--- config.mk ---
export PLATFORM = sky130hd
export DESIGN_NAME = sync_fifo_prog_flat
export DESIGN_NICKNAME = d
export VERILOG_FILES = /design/src/rtl/shared_pkg.sv /design/src/rtl/sync_fifo_prog_if.sv /design/src/rtl/fifo_mem.sv /design/src/rtl/sync_fifo_prog.sv /design/src/flat_wrapper.sv
export SDC_FILE = /design/constraint.sdc
export NUM_CORES = 1
export LEC_CHECK = 0
export CORE_MARGIN = 10
export CORE_UTILIZATION = 52
export DETAILED_ROUTE_END_ITERATION = 10
export PLACE_DENSITY_LB_ADDON = 0.15
export SKIP_CTS_REPAIR_TIMING = 1
export SLEW_MARGIN = 10
export SYNTH_ARGS = -nofsm -noshare
export SYNTH_HDL_FRONTEND = slang
export SYNTH_HIERARCHICAL = 1
export SYNTH_SLANG_ARGS = --single-unit
--- constraint.sdc ---
create_clock -name clk -period 2.7 [get_ports clk]
set_input_delay 0.54 -clock clk [delete_from_list [all_inputs] [get_ports clk]]
set_output_delay 0.54 -clock clk [all_outputs]
set_load 0.03 [all_outputs]
--- src/rtl/shared_pkg.sv ---
// Shared types and default sizes for the programmable FIFO slice.
package shared_pkg;

  localparam int DEF_FIFO_WIDTH = 16;
  localparam int DEF_FIFO_DEPTH = 8;

  typedef enum logic {
    STD,
    FWFT
  } fifo_mode_e;

endpackage

--- src/rtl/sync_fifo_prog_if.sv ---
// Producer/consumer bundle for sync_fifo_prog.
interface sync_fifo_prog_if
  import shared_pkg::*;
#(
  parameter int FIFO_WIDTH = DEF_FIFO_WIDTH,
  parameter int FIFO_DEPTH = DEF_FIFO_DEPTH
);

  localparam int CW = $clog2(FIFO_DEPTH + 1);

  logic                  flush;
  logic                  wr_en;
  logic [FIFO_WIDTH-1:0] data_in;
  logic                  rd_en;
  logic [CW-1:0]         afull_thresh;
  logic [CW-1:0]         aempty_thresh;
  logic [FIFO_WIDTH-1:0] data_out;
  logic                  full;
  logic                  empty;
  logic                  almostfull;
  logic                  almostempty;
  logic [CW-1:0]         level;
  logic                  wr_ack;
  logic                  overflow;
  logic                  underflow;

  modport master (
    output flush, wr_en, data_in, rd_en,
    output afull_thresh, aempty_thresh,
    input  data_out, full, empty,
    input  almostfull, almostempty, level,
    input  wr_ack, overflow, underflow
  );

  modport slave (
    input  flush, wr_en, data_in, rd_en,
    input  afull_thresh, aempty_thresh,
    output data_out, full, empty,
    output almostfull, almostempty, level,
    output wr_ack, overflow, underflow
  );

endinterface

--- src/rtl/fifo_mem.sv ---
// FIFO storage: one synchronous write port, one asynchronous read port.
module fifo_mem
  import shared_pkg::*;
#(
  parameter int FIFO_WIDTH = DEF_FIFO_WIDTH,
  parameter int FIFO_DEPTH = DEF_FIFO_DEPTH,
  parameter int AW = $clog2(FIFO_DEPTH)
) (
  input  logic                  clk,
  input  logic                  we,
  input  logic [AW-1:0]         waddr,
  input  logic [FIFO_WIDTH-1:0] wdata,
  input  logic [AW-1:0]         raddr,
  output logic [FIFO_WIDTH-1:0] rdata
);

  logic [FIFO_WIDTH-1:0] mem [FIFO_DEPTH];

  // Contents are deliberately left unreset.
  always_ff @(posedge clk) begin
    if (we) mem[waddr] <= wdata;
  end

  assign rdata = mem[raddr];

endmodule

--- src/rtl/sync_fifo_prog.sv ---
// Synchronous FIFO, any depth, programmable thresholds, STD or FWFT read.
module sync_fifo_prog #(
  parameter int FIFO_WIDTH = shared_pkg::DEF_FIFO_WIDTH,
  parameter int FIFO_DEPTH = shared_pkg::DEF_FIFO_DEPTH,
  parameter int FWFT = 0
) (
  input logic             clk,
  input logic             rst_n,
  sync_fifo_prog_if.slave bus
);
  import shared_pkg::*;

  localparam int CW = $clog2(FIFO_DEPTH + 1);
  localparam int AW = $clog2(FIFO_DEPTH);
  localparam fifo_mode_e MODE =
    (FWFT != 0) ? shared_pkg::FWFT : STD;
  localparam logic [CW-1:0] DEPTH_L = CW'(FIFO_DEPTH);
  localparam logic [AW-1:0] LAST = AW'(FIFO_DEPTH - 1);

  logic [AW-1:0]         wr_ptr;
  logic [AW-1:0]         rd_ptr;
  logic [CW-1:0]         level;
  logic                  full;
  logic                  empty;
  logic                  wr_acc;
  logic                  rd_acc;
  logic                  mem_we;
  logic [FIFO_WIDTH-1:0] rdata;
  logic                  wr_ack;
  logic                  overflow;
  logic                  underflow;

  // Modulo-depth increment; depth need not be a power of two.
  function automatic logic [AW-1:0] ptr_inc(
    input logic [AW-1:0] p
  );
    return (p == LAST) ? '0 : p + 1'b1;
  endfunction

  assign full  = (level == DEPTH_L);
  assign empty = (level == '0);

  always_comb begin
    wr_acc = bus.wr_en & (~full | bus.rd_en);
    rd_acc = bus.rd_en & ~empty;
    mem_we = wr_acc & ~bus.flush;
  end

  fifo_mem #(
    .FIFO_WIDTH (FIFO_WIDTH),
    .FIFO_DEPTH (FIFO_DEPTH),
    .AW         (AW)
  ) u_mem (
    .clk   (clk),
    .we    (mem_we),
    .waddr (wr_ptr),
    .wdata (bus.data_in),
    .raddr (rd_ptr),
    .rdata (rdata)
  );

  always_ff @(posedge clk or negedge rst_n) begin
    if (!rst_n) begin
      wr_ptr    <= '0;
      rd_ptr    <= '0;
      level     <= '0;
      wr_ack    <= 1'b0;
      overflow  <= 1'b0;
      underflow <= 1'b0;
    end else if (bus.flush) begin
      wr_ptr    <= '0;
      rd_ptr    <= '0;
      level     <= '0;
      wr_ack    <= 1'b0;
      overflow  <= 1'b0;
      underflow <= 1'b0;
    end else begin
      if (wr_acc) wr_ptr <= ptr_inc(wr_ptr);
      if (rd_acc) rd_ptr <= ptr_inc(rd_ptr);
      unique case ({wr_acc, rd_acc})
        2'b10:   level <= level + 1'b1;
        2'b01:   level <= level - 1'b1;
        default: level <= level;
      endcase
      wr_ack    <= wr_acc;
      overflow  <= bus.wr_en & ~wr_acc;
      underflow <= bus.rd_en & ~rd_acc;
    end
  end

  generate
    if (MODE == STD) begin : g_std
      logic [FIFO_WIDTH-1:0] dout_q;

      always_ff @(posedge clk or negedge rst_n) begin
        if (!rst_n) begin
          dout_q <= '0;
        end else if (!bus.flush && rd_acc) begin
          dout_q <= rdata;
        end
      end

      assign bus.data_out = dout_q;
    end else begin : g_fwft
      assign bus.data_out = empty ? '0 : rdata;
    end
  endgenerate

  assign bus.full        = full;
  assign bus.empty       = empty;
  assign bus.almostfull  = (level >= bus.afull_thresh);
  assign bus.almostempty = (level <= bus.aempty_thresh);
  assign bus.level       = level;
  assign bus.wr_ack      = wr_ack;
  assign bus.overflow    = overflow;
  assign bus.underflow   = underflow;

endmodule
--- src/flat_wrapper.sv ---
// flat-port wrapper written by rule: the top's interface ports become plain ports
module sync_fifo_prog_flat import shared_pkg::*;
#(
  parameter int FIFO_WIDTH = shared_pkg::DEF_FIFO_WIDTH,
  parameter int FIFO_DEPTH = shared_pkg::DEF_FIFO_DEPTH,
  parameter int FWFT = 0
)
  (clk, rst_n, bus_flush, bus_wr_en, bus_data_in, bus_rd_en, bus_afull_thresh, bus_aempty_thresh, bus_data_out, bus_full, bus_empty, bus_almostfull, bus_almostempty, bus_level, bus_wr_ack, bus_overflow, bus_underflow);
  sync_fifo_prog_if #(.FIFO_WIDTH(FIFO_WIDTH), .FIFO_DEPTH(FIFO_DEPTH)) bus_i ();
  input logic clk;
  input logic rst_n;
  input wire logic [$bits(bus_i.flush)-1:0] bus_flush;
  input wire logic [$bits(bus_i.wr_en)-1:0] bus_wr_en;
  input wire logic [$bits(bus_i.data_in)-1:0] bus_data_in;
  input wire logic [$bits(bus_i.rd_en)-1:0] bus_rd_en;
  input wire logic [$bits(bus_i.afull_thresh)-1:0] bus_afull_thresh;
  input wire logic [$bits(bus_i.aempty_thresh)-1:0] bus_aempty_thresh;
  output wire logic [$bits(bus_i.data_out)-1:0] bus_data_out;
  output wire logic [$bits(bus_i.full)-1:0] bus_full;
  output wire logic [$bits(bus_i.empty)-1:0] bus_empty;
  output wire logic [$bits(bus_i.almostfull)-1:0] bus_almostfull;
  output wire logic [$bits(bus_i.almostempty)-1:0] bus_almostempty;
  output wire logic [$bits(bus_i.level)-1:0] bus_level;
  output wire logic [$bits(bus_i.wr_ack)-1:0] bus_wr_ack;
  output wire logic [$bits(bus_i.overflow)-1:0] bus_overflow;
  output wire logic [$bits(bus_i.underflow)-1:0] bus_underflow;
  assign bus_i.flush = bus_flush;
  assign bus_i.wr_en = bus_wr_en;
  assign bus_i.data_in = bus_data_in;
  assign bus_i.rd_en = bus_rd_en;
  assign bus_i.afull_thresh = bus_afull_thresh;
  assign bus_i.aempty_thresh = bus_aempty_thresh;
  assign bus_data_out = bus_i.data_out;
  assign bus_full = bus_i.full;
  assign bus_empty = bus_i.empty;
  assign bus_almostfull = bus_i.almostfull;
  assign bus_almostempty = bus_i.almostempty;
  assign bus_level = bus_i.level;
  assign bus_wr_ack = bus_i.wr_ack;
  assign bus_overflow = bus_i.overflow;
  assign bus_underflow = bus_i.underflow;
  sync_fifo_prog #(.FIFO_WIDTH(FIFO_WIDTH), .FIFO_DEPTH(FIFO_DEPTH), .FWFT(FWFT)) u_core (.clk(clk), .rst_n(rst_n), .bus(bus_i));
endmodule
Yosys cells after proc, flatten, opt, wreduce, memory -nomap -nowiden
Memory sizes are Yosys's and may differ from the RTL's. A register that Yosys moved wholly into a read port is not among the register bits.
Cells that the tools add are included.
W data, S select, Z words.
{"block": "totals", "reg_bits": 13, "ramBits": 128, "input_bits": 29, "out_inout_bits": 27, "word_cells": 49, "memories": 1}
{"memory": "u_core.u_mem.mem", "words": 8, "word_bits": 16, "read_ports": 1, "rd_ports_with_merged_regs": 1, "write_ports": 1, "line": "fifo_mem.sv:17", "source": "logic [FIFO_WIDTH-1:0] mem [FIFO_DEPTH];"}
{"block": "op_classes", "addsub": 4, "n_lt_le_gt_ge": 2, "eq_ne": 5, "n_mux": 13, "bitwise_logic": 11, "reduce_logical": 7}
{"operator": "$mux W3", "count": 6}
{"operator": "$pmux W4 S2", "count": 1}
{"operator": "$add A3 B1 Y3 const B", "count": 2}
{"operator": "$eq A3 B3 Y1 const B", "count": 2}
{"operator": "$and A1 B1 Y1", "count": 5}
{"operator": "$mux W1", "count": 5}
{"operator": "$not A1 Y1", "count": 5}
{"operator": "$add A4 B1 Y4 const B", "count": 1}
{"operator": "$eq A4 B4 Y1 const B", "count": 1}
{"operator": "$ge A4 B4 Y1", "count": 1}
{"operator": "$le A4 B4 Y1", "count": 1}
{"operator": "$logic_not A4 Y1", "count": 1}
{"operator": "$mux W4", "count": 1}
{"operator": "$reduce_bool A2 Y1", "count": 2}
{"operator": "$sub A4 B1 Y4 const B", "count": 1}
{"operator": "$reduce_bool A3 Y1", "count": 1}
{"operator": "$eq A2 B1 Y1 const B", "count": 1}
{"operator": "$eq A2 B2 Y1 const B", "count": 1}
{"operator": "$logic_not A1 Y1", "count": 2}
{"operator": "$logic_and A1 B1 Y1", "count": 1}
{"operator": "$or A1 B1 Y1", "count": 1}

Logic depth before layout (Yosys ltp)
Gate-level depths: netlist of the first run.
{"block": "logic_depth", "depth_word": 7, "depth_mapped": 7, "depth_no_buf": 7}

Modules after synthesis
The synthesis of the first run kept the hierarchy.
{"module": "fifo_mem", "instances": 1, "cells_per_inst": 198, "area_per_inst_um2": 4973.5, "seq_area_each_um2": 3843.7}
{"module": "sync_fifo_prog", "instances": 1, "cells_per_inst": 131, "area_per_inst_um2": 1577.8, "seq_area_each_um2": 725.7}

Worst setup path before layout of the first run
OpenSTA, ideal clock, no wires.
{"block": "synth_path", "path_kind": "register to register", "from": "register u_core.level[1], in the netlist u_core/bus.level[1]", "to": "memory u_core/u_mem/mem[0][0] in the netlist's numbering, enable pin", "setup_time_ps": 409, "t_arrival_ps": 2321, "t_required_ps": 2291, "setup_slack_ps": -30, "stages_incl_launch_ff": 5, "n_path_buf": 0, "period_less_slack_ps": 2730, "path_cell_list": "dfrtp_1 > o41ai_2 > nor2_1 > nand2b_1 > nor3_1"}
{"block": "synth_via", "elab_chain_len": 7}
{"item": "from (decl)", "line": "sync_fifo_prog.sv:22", "source": "logic [CW-1:0] level;"}
{"item": "from (signal assigned)", "line": "sync_fifo_prog.sv:81", "source": "2'b10: level <= level + 1'b1;"}
{"item": "from (signal assigned)", "line": "sync_fifo_prog.sv:82", "source": "2'b01: level <= level - 1'b1;"}
{"item": "from (signal assigned)", "line": "sync_fifo_prog.sv:83", "source": "default: level <= level;"}
{"item": "$eq A4 B4 Y1", "line": "sync_fifo_prog.sv:40", "source": "assign full = (level == DEPTH_L);"}
{"item": "$not A1 Y1", "line": "sync_fifo_prog.sv:44", "source": "wr_acc = bus.wr_en & (~full | bus.rd_en);"}
{"item": "$or A1 B1 Y1", "line": "sync_fifo_prog.sv:44"}
{"item": "$and A1 B1 Y1", "line": "sync_fifo_prog.sv:44"}
{"item": "$and A1 B1 Y1", "line": "sync_fifo_prog.sv:46", "source": "mem_we = wr_acc & ~bus.flush;"}
{"item": "net u_core.mem_we", "line": "sync_fifo_prog.sv:27", "source": "logic mem_we;"}
{"item": "$mux W1", "line": "fifo_mem.sv:21", "source": "if (we) mem[waddr] <= wdata;"}
{"item": "$mux W1 (implied by the code)", "line": "fifo_mem.sv:21"}
{"item": "to (decl)", "line": "fifo_mem.sv:17"}
The timed path passes the listed nets, and every way through them passes these cells.

Worst setup path in the final report of the first run
{"block": "layout_path", "from": "input port bus_afull_thresh[0]", "to": "output port bus_almostfull"}
{"block": "layout_via", "elab_chain_len": 1}
{"item": "from (decl)", "line": "flat_wrapper.sv:16", "source": "input wire logic [$bits(bus_i.afull_thresh)-1:0] bus_afull_thresh;"}
{"item": "$ge A4 B4 Y1", "line": "sync_fifo_prog.sv:111", "source": "assign bus.almostfull = (level >= bus.afull_thresh);"}
{"item": "to (decl)", "line": "flat_wrapper.sv:21", "source": "output wire logic [$bits(bus_i.almostfull)-1:0] bus_almostfull;"}
No other way between the ends.

==> results.py, run 1 <==
metrics = {
    "status": {
        "status": "finished clean",
    },
    "logic_synthesis": {
        "synth_largest_area_cell": "edfxtp_1",
        "avgSynthCellArea_um2": 19.9,
        "ys_types": 39,
        "ys_warn_count": 6,
        "syn_inst": 329,
        "yosysMostFrequentCell": "edfxtp_1",
        "synth_area_mm2": 0.00655,
        "synth_nets": 373,
        "seq_area_frac_synth": 0.697,
        "synthTopCellsByArea": "edfxtp_1, mux4_1, dfrtp_1, mux2_2, ha_1",
        "async_reset_ff_frac": 0.185,
        "ys_seq_elements": 157,
        "synth_top_cell_area_share": 0.587,
        "synth_edf_count": 128,
        "synth_ff_type": "edfxtp_1",
        "ys_top_cells_by_count": "edfxtp_1, dfrtp_1, mux4_1, nor2_1, mux2_2",
    },
    "timing": {
        "finalClockSkew_ns": 0.00688,
        "fin_tns_setup_ns": 0,
        "fin_hold_ws_ns": 0.488,
        "finalSetupViolCount": 0,
        "hold_violations": 0,
        "final.setup.worst_slack_ns": 0.111,
        "rsz0062_at_grt": "no",
        "timing.fmax_mhz": 386,
        "timing.final.crit_period_ns": 2.59,
        "finalCritPeriodShare": 0.959,
        "worst_pin_slew_ns": 0.584,
        "maxSlewViolCount": 0,
        "max_slew_margin": 0.606,
    },
    "detailed_routing": {
        "vias_per_cell": 5.49,
        "vias": 3309,
        "drc": 0,
        "drt_wl_total_mm": 12.5,
        "ant_nets": 0,
        "drtIter0Drc": 193,
        "first_pass_iters": 4,
        "drt-wirelength-per-cell_um": 20.8,
    },
    "die": {
        "die_area_mm2": 0.0175,
        "chipWidth_um": 132,
        "io_pins": 56,
        "core_area_mm2": 0.0122,
        "start_util": 0.539,
        "dieHeight_um": 132,
        "core.rowCount": 40,
    },
    "global_routing": {
        "first_global_vias": 3389,
        "grtUsageTotal": 0.151,
        "grt_pass1_wl_mm": 20.1,
        "grt-ovfl-total": 0,
        "antenna_found_initial": 0,
        "grt_max_degree": 30,
    },
    "clocking": {
        "h-tree-depth": 4,
        "clk_pin_slew_worst_paths_ns": 0.06,
        "cts_buffer_depth": 2,
        "cts_root_buf": "clkbuf_16",
        "numCtsBuffers": 17,
        "cts_tree": "yes",
        "clkSinkCount": 157,
        "clock_latency_ns": 0.42,
    },
    "final_layout": {
        "nFillCells": 847,
        "fin_nets": 466,
        "areaGrowthSynthToFinish_pct": 22.3,
        "drive_gt1_frac": 0.223,
        "register_area_mm2": 0.00457,
        "finish.utilization": 0.659,
        "multi_input_area_mm2": 0.00190,
        "final_cell_area_mm2": 0.00801,
        "diodes": 0,
        "stdcell_count": 603,
    },
    "worst_setup_path": {
        "critPathMaxFanout": 1,
        "worstPathArrival_ns": 2.05,
        "cp-end-kind": "primary output",
        "timing_worst_setup_path_type": "input pin to primary output",
        "required_ns": 2.16,
        "startpoint_type": "input pin",
    },
    "power_and_ir_drop": {
        "power_density_mw_per_mm2": 900,
        "leakage_nw": 2.93,
        "vdd_drop_max_mv": 0.614,
        "total_power_mw": 7.21,
    },
    "place": {
        "dp_cells": 571,
        "dp_hpwl_mm": 7.99,
        "place_area_mm2": 0.00748,
        "dpl_worst_slack_ns": -0.307,
        "finalWeightedCongestion": 0.807,
        "io_buffers": 55,
    },
    "hold_path": {
        "hold_path.class": "register to register",
    },
    "run": {
        "maxCapViolCount": 0,
    },
}
-- where the power goes --
part | switching (mW) | internal (mW) | total [mW] | leakage (nW)
logic | 1.06 | 1.09 | 2.15 | 1.16
clock network | 0.876 | 1.22 | 2.10 | 0.248
registers | 0.140 | 2.83 | 2.97 | 1.52
total | 2.08 | 5.13 | 7.21 | 2.93
-- critical path, stage by stage --
cell,delay [ns]
clkdlybuf4s50_1,0.40
ha_1,0.28
nand2b_1,0.15
a21o_1,0.17
a21o_1,0.16
a21o_1,0.17
clkbuf_2,0.18
-- cell type report --
class                   instances  share of cell area
clock inverters                 6             0.00484
clock buffers                  26              0.0598
inverters                       8             0.00375
multi-input cells             153               0.237
well taps                     168              0.0262
repair buffers                 85              0.0981
flip-flops and latches        157               0.570
-- per-layer routing --
layer / wire (um) / vias to the layer above / part of all wire / GRT usage
li1: - / 1523 / - / -
met1: 5640 / 1701 / 0.45 / 0.192
met2: 6170 / 66 / 0.49 / 0.238
met3: 479 / 19 / 0.038 / 0.0408
met4: 244 / 0 / 0.019 / 0.0630
met5: 0 / - / 0 / 0
-- cells in the final DEF (no fill, tap or decap), drive strengths merged, types with 9 or more instances in the layout --
cell type | synthesis | final
buf | 9 | 31
clkbuf | 2 | 27
clkdlybuf4s50 | 0 | 51
dfrtp | 29 | 29
edfxtp | 128 | 128
ha | 14 | 14
mux2 | 34 | 34
mux4 | 32 | 32
nand2b | 9 | 9
nor2 | 18 | 18
-- final timing paths --
path | from | to | slack, ns | depth (start not counted)
worst min-delay path | u_core/bus.data_out[0] | u_core/bus.data_out[0] | 0.49 | 1
max in group asynchronous | rst_n | u_core/bus.data_out[9] | 1.85 | 2
min in group asynchronous | rst_n | u_core/bus.data_out[5] | 0.53 | 2
worst max-delay path | bus_afull_thresh[0] | bus_almostfull | 0.11 | 7
worst max register to register | u_core/bus.level[0] | u_core/bus.level[2] | 0.29 | 8
worst min register to register | u_core/bus.data_out[0] | u_core/bus.data_out[0] | 0.49 | 1
-- kinds of logic after synthesis --
family / after synthesis / synth area share
compound gates: 19 / 0.0214
xor+xnor: 1 / 0.00134
fa+ha+maj: 15 / 0.0298
buf+inv: 19 / 0.0168
flops: 157 / 0.697
mux: 69 / 0.195
simple gates: 49 / 0.0384
-- state kept, by name, indices dropped and copies added, names as in the netlist --
register              count
u_core/u_mem/mem        128
u_core/bus.wr_ack         1
u_core/rd_ptr             3
u_core/bus.underflow      1
u_core/bus.data_out      16
u_core/bus.overflow       1
u_core/bus.level          4
u_core/wr_ptr             3
No activity file was read; power rests on OpenSTA's default activity.
==> inputs of run 2 (changes only) <==
--- a/config.mk
+++ b/config.mk
@@ -5,10 +5,12 @@
 export SDC_FILE = /design/constraint.sdc
 export NUM_CORES = 1
 export LEC_CHECK = 0
+export ABC_AREA = 0
 export CORE_MARGIN = 10
 export CORE_UTILIZATION = 52
 export DETAILED_ROUTE_END_ITERATION = 10
 export PLACE_DENSITY_LB_ADDON = 0.15
+export REMOVE_ABC_BUFFERS = 1
 export SKIP_CTS_REPAIR_TIMING = 1
 export SLEW_MARGIN = 10
 export SYNTH_ARGS = -nofsm -noshare
==> run 2 against run 1 <==
Compared with the run above: die area unchanged; global-route usage about the same; largest power group unchanged; setup slack worse by 0.035 ns; fmax down 1.3%; hold slack worse by 0.0072 ns; total power up 3.2%; register-to-register slack worse by 0.04 ns.
==> results.py, run 2 (synthesized netlist as in run 1, its figures left out) <==
metrics = {
    "clocking": {
        "clock_latency_ns": 0.43,
        "cts_root_buf": "clkbuf_16",
        "h-tree-depth": 4,
        "cts_buffer_depth": 2,
        "clkSinkCount": 157,
        "numCtsBuffers": 17,
        "cts_tree": "yes",
        "clk_pin_slew_worst_paths_ns": 0.06,
    },
    "timing": {
        "max_slew_margin": 0.692,
        "fin_tns_setup_ns": 0,
        "rsz0062_at_grt": "no",
        "finalClockSkew_ns": 0.00635,
        "timing.final.crit_period_ns": 2.62,
        "hold_violations": 0,
        "timing.fmax_mhz": 381,
        "finalCritPeriodShare": 0.972,
        "finalSetupViolCount": 0,
        "worst_pin_slew_ns": 0.462,
        "maxSlewViolCount": 0,
    },
    "place": {
        "finalWeightedCongestion": 0.774,
        "place_area_mm2": 0.00750,
        "io_buffers": 55,
        "dp_hpwl_mm": 7.84,
    },
    "worst_setup_path": {
        "required_ns": 2.16,
        "r2r-end": "u_core/bus.level[3]",
        "worstPathArrival_ns": 2.08,
        "timing_worst_setup_path_type": "input pin to primary output",
        "rrSetupSlack_ns": 0.25,
        "timing.rr.start": "u_core/bus.level[1]",
        "critPathMaxFanout": 1,
        "cp-end-kind": "primary output",
        "startpoint_type": "input pin",
        "reg2regPathDepth": 8,
    },
    "power_and_ir_drop": {
        "leakage_nw": 2.99,
        "intPower_mw": 5.30,
        "swShare": 0.287,
        "p_seq_frac": 0.400,
        "power_density_mw_per_mm2": 917,
        "p_clk_frac": 0.308,
        "combPwrFrac": 0.292,
        "p_switching_mw": 2.13,
        "vdd_drop_max_mv": 0.674,
    },
    "global_routing": {
        "grt_max_degree": 36,
        "antenna_found_initial": 0,
        "grt_pass1_wl_mm": 20.1,
        "grtUsageTotal": 0.151,
        "grt-ovfl-total": 0,
        "first_global_vias": 3541,
    },
    "detailed_routing": {
        "first_pass_iters": 4,
        "drt_wl_total_mm": 12.4,
        "vias_per_cell": 5.43,
        "drc": 0,
        "drtIter0Drc": 176,
        "ant_nets": 0,
        "vias": 3283,
        "drt-wirelength-per-cell_um": 20.5,
    },
    "final_layout": {
        "nFillCells": 850,
        "drive_gt1_frac": 0.233,
        "areaGrowthSynthToFinish_pct": 23.8,
        "layout_common_cells": "edfxtp_1, clkdlybuf4s50_1, buf_4",
        "largest_reg_flops": 128,
        "final_cell_area_mm2": 0.00811,
        "regMostFlops": "u_core/u_mem/mem",
        "fin_nets": 468,
        "diodes": 0,
        "final_common_cell": "edfxtp_1",
    },
    "die": {
        "die_area_mm2": 0.0175,
        "io_pins": 56,
        "start_util": 0.539,
        "core.rowCount": 40,
        "dieHeight_um": 132,
        "core_area_mm2": 0.0122,
        "chipWidth_um": 132,
    },
    "hold_path": {
        "min_to": "u_core/bus.data_out[13]",
        "holdPathStages": 1,
        "hold_path.class": "register to register",
        "hold_start": "u_core/bus.data_out[13]",
    },
    "status": {
        "status": "finished clean",
    },
    "run": {
        "maxCapViolCount": 0,
    },
}
==> run 2: final cells by class <==
cell class / count / area, um2 / share of cell area
Sequential cell: 157 / 4570 / 0.563
Multi-Input combinational cell: 153 / 1910 / 0.235
Timing Repair Buffer: 87 / 821 / 0.101
Clock buffer: 19 / 433 / 0.0534
Tap cell: 168 / 210 / 0.0259
Clock inverter: 13 / 141 / 0.0174
Inverter: 8 / 30.0 / 0.00370
==> run 2: worst max path at each step <==
| stage | startpoint | slack [ns] | endpoint |
|---|---|---|---|
| after CTS | bus_afull_thresh[0] | -0.29 | bus_almostfull |
| after floorplan | u_core/bus.level[1] | -0.03 | u_core/u_mem/mem[0][0] |
| after global placement | bus_afull_thresh[0] | -0.29 | bus_almostfull |
| after global routing | bus_afull_thresh[0] | 0.002 | bus_almostfull |
| final | bus_afull_thresh[0] | 0.08 | bus_almostfull |
| after detailed placement | bus_afull_thresh[0] | -0.29 | bus_almostfull |
==> run 2: power by group through the flow <==
stage	registers [mW]	clock network, mW	logic [mW]
after floorplan	3.40	0	0.978
after global placement	3.01	0	2.16
after detailed placement	3.01	0	2.19
after CTS	2.97	2.34	2.20
after global routing	3.00	2.47	2.34
final	2.97	2.29	2.17
==> run 2: layer usage <==
| layer | global-route usage | up-vias | wire [um] |
|---|---|---|---|
| li1 | - | 1531 | - |
| met1 | 0.187 | 1669 | 5510 |
| met2 | 0.244 | 73 | 6190 |
| met3 | 0.0469 | 10 | 582 |
| met4 | 0.0556 | 0 | 136 |
| met5 | 0 | - | 0 |
==> run 2: stage by stage <==
step | util | power (mW) | hold slack, ns | std cells | setup slack [ns]
finish | 0.667 | 7.44 | 0.481 | 605 | 0.0762
global route | 0.667 | 7.81 | 0.499 | 605 | 0.00200
floorplan | - | 4.37 | 0.244 | 318 | -0.0302
global placement | 0.617 | 5.17 | 0.469 | 573 | -0.290
detailed placement | 0.617 | 5.20 | 0.475 | 573 | -0.287
CTS | 0.664 | 7.51 | 0.488 | 605 | -0.293
==> run 2: critical path: stages <==
cell and delay [ns]:
clkdlybuf4s50_1 0.40, ha_1 0.28, nand2b_1 0.14, a21o_1 0.17, a21o_1 0.16, a21o_1 0.16
dlymetal6s2s_1 0.23
==> inputs of run 3 (changes only) <==
--- a/config.mk
+++ b/config.mk
@@ -7,7 +7,7 @@
 export LEC_CHECK = 0
 export ABC_AREA = 0
 export CORE_MARGIN = 10
-export CORE_UTILIZATION = 52
+export CORE_UTILIZATION = 57
 export DETAILED_ROUTE_END_ITERATION = 10
 export PLACE_DENSITY_LB_ADDON = 0.15
 export REMOVE_ABC_BUFFERS = 1
==> constraint.sdc (replaced) <==
create_clock -name clk -period 2.8 [get_ports clk]
set_input_delay 0.56 -clock clk [delete_from_list [all_inputs] [get_ports clk]]
set_output_delay 0.56 -clock clk [all_outputs]
set_load 0.03 [all_outputs]
==> run 3 against run 2 <==
Compared with the run above: die area shrank 7.5%; largest cell class unchanged; cell count fell by 4.6%; routed wire length up 1.4%; global-route usage is 1.3 points higher; hold slack better by 0.0026 ns; critical endpoint is now bus_almostempty.
==> results.py, run 3 (synthesized netlist as in run 1, its figures left out) <==
metrics = {
    "die": {
        "chipWidth_um": 127,
        "core.rowCount": 39,
        "dieHeight_um": 127,
        "start_util": 0.579,
        "die_area_mm2": 0.0162,
        "core_area_mm2": 0.0113,
        "io_pins": 56,
    },
    "final_layout": {
        "largest_reg_flops": 128,
        "stdcell_count": 577,
        "areaGrowthSynthToFinish_pct": 23.5,
        "finish.utilization": 0.715,
        "final_cell_area_mm2": 0.00809,
        "layout_common_cells": "edfxtp_1, clkdlybuf4s50_1, dfrtp_1, mux4_1, buf_4",
        "diodes": 0,
        "fin_nets": 465,
        "final_common_cell": "edfxtp_1",
        "drive_gt1_frac": 0.221,
        "regMostFlops": "u_core/u_mem/mem",
    },
    "worst_setup_path": {
        "crit_buf_inv": 3,
        "cp-end-kind": "primary output",
        "worstPathArrival_ns": 2.13,
        "cp_slowest_stage_delay_ns": 0.45,
        "crit_path_cell_trace": "clkdlybuf4s50_1 > inv_1 > ha_1 > nor2b_1 > o21a_1 > o21a_1 > o21ai_2 > buf_4",
        "crit_top_cell": "o21a_1",
        "crit_slowest_cell": "clkdlybuf4s50_1",
        "rrSetupSlack_ns": 0.39,
        "startpoint_type": "input pin",
        "critPathTopFamily": "buffers and inverters",
        "critPathMaxFanout": 2,
        "required_ns": 2.24,
        "timing_worst_setup_path_type": "input pin to primary output",
    },
    "detailed_routing": {
        "wl_met2_mm": 6.33,
        "drt_wl_total_mm": 12.6,
        "drc": 0,
        "top_layer": "met4",
        "route.met3.wl_um": 682,
        "ant_nets": 0,
        "drt-wirelength-per-cell_um": 21.8,
        "vias_per_cell": 5.81,
        "drtIter0Drc": 255,
        "vias": 3354,
        "drt-met1-wl_mm": 5.42,
        "first_pass_iters": 4,
    },
    "place": {
        "dp_cells": 545,
        "dpl_worst_slack_ns": -0.239,
        "dp_hpwl_mm": 7.62,
        "finalWeightedCongestion": 0.761,
        "place_area_mm2": 0.00748,
        "io_buffers": 55,
    },
    "clocking": {
        "cts_buffer_depth": 2,
        "cts_root_buf": "clkbuf_16",
        "cts_tree": "yes",
        "clkSinkCount": 157,
        "numCtsBuffers": 17,
        "h-tree-depth": 4,
        "clk_pin_slew_worst_paths_ns": 0.06,
        "clock_latency_ns": 0.43,
    },
    "run": {
        "maxCapViolCount": 0,
    },
    "timing": {
        "rsz0062_at_grt": "no",
        "final.setup.worst_slack_ns": 0.110,
        "timing.fmax_mhz": 372,
        "finalSetupViolCount": 0,
        "fin_hold_ws_ns": 0.483,
        "fin_tns_setup_ns": 0,
        "finalCritPeriodShare": 0.961,
        "maxSlewViolCount": 0,
        "hold_violations": 0,
        "worst_pin_slew_ns": 0.528,
        "timing.final.crit_period_ns": 2.69,
        "max_slew_margin": 0.644,
        "finalClockSkew_ns": 0.0170,
    },
    "status": {
        "status": "finished clean",
    },
    "power_and_ir_drop": {
        "vdd_drop_max_mv": 0.527,
        "intPower_mw": 5.27,
        "p_seq_frac": 0.391,
        "leakage_nw": 3.00,
        "power_density_mw_per_mm2": 903,
        "swShare": 0.279,
        "p_switching_mw": 2.04,
        "combPwrFrac": 0.285,
        "total_power_mw": 7.31,
        "p_clk_frac": 0.324,
    },
    "global_routing": {
        "grt_max_degree": 36,
        "grt_pass1_wl_mm": 20.0,
        "grt-ovfl-total": 0,
        "first_global_vias": 3501,
        "antenna_found_initial": 0,
        "grtUsageTotal": 0.164,
    },
    "hold_path": {
        "hold_path.class": "register to register",
    },
}
run 3: path summary, 6_finish.rpt:
path	startpoint	endpoint	depth (start not counted)
worst max-delay path	bus_aempty_thresh[1]	bus_almostempty	8
worst min register to register	u_core/bus.data_out[10]	u_core/bus.data_out[10]	1
min in group asynchronous	rst_n	u_core/bus.data_out[10]	2
max in group asynchronous	rst_n	u_core/bus.level[1]	2
worst min-delay path	u_core/bus.data_out[10]	u_core/bus.data_out[10]	1
worst max register to register	u_core/bus.level[0]	u_core/bus.level[3]	8
run 3: metal layers:
| metal | up-vias | track usage |
|---|---|---|
| met5 | - | 0 |
| met1 | 1745 | 0.205 |
| li1 | 1524 | - |
| met3 | 16 | 0.0546 |
| met2 | 69 | 0.262 |
| met4 | 0 | 0.0616 |
run 3: area by class of cell:
class	count	area (um2)
clock buffer	20	437
clock inverter	12	168
fill	731	3230
inverter	8	30.0
multi-input combinational	153	1890
sequential	157	4570
tap	143	179
timing repair buffer	84	823
run 3: power by group through the flow:
stage	Clock (mW)	Sequential, mW	Combinational, mW
5_1_grt	2.49	2.89	2.25
3_3_place_gp	0	2.90	2.07
4_1_cts	2.40	2.86	2.12
2_1_floorplan	0	3.27	0.943
6_report	2.37	2.86	2.08
3_5_place_dp	0	2.91	2.10
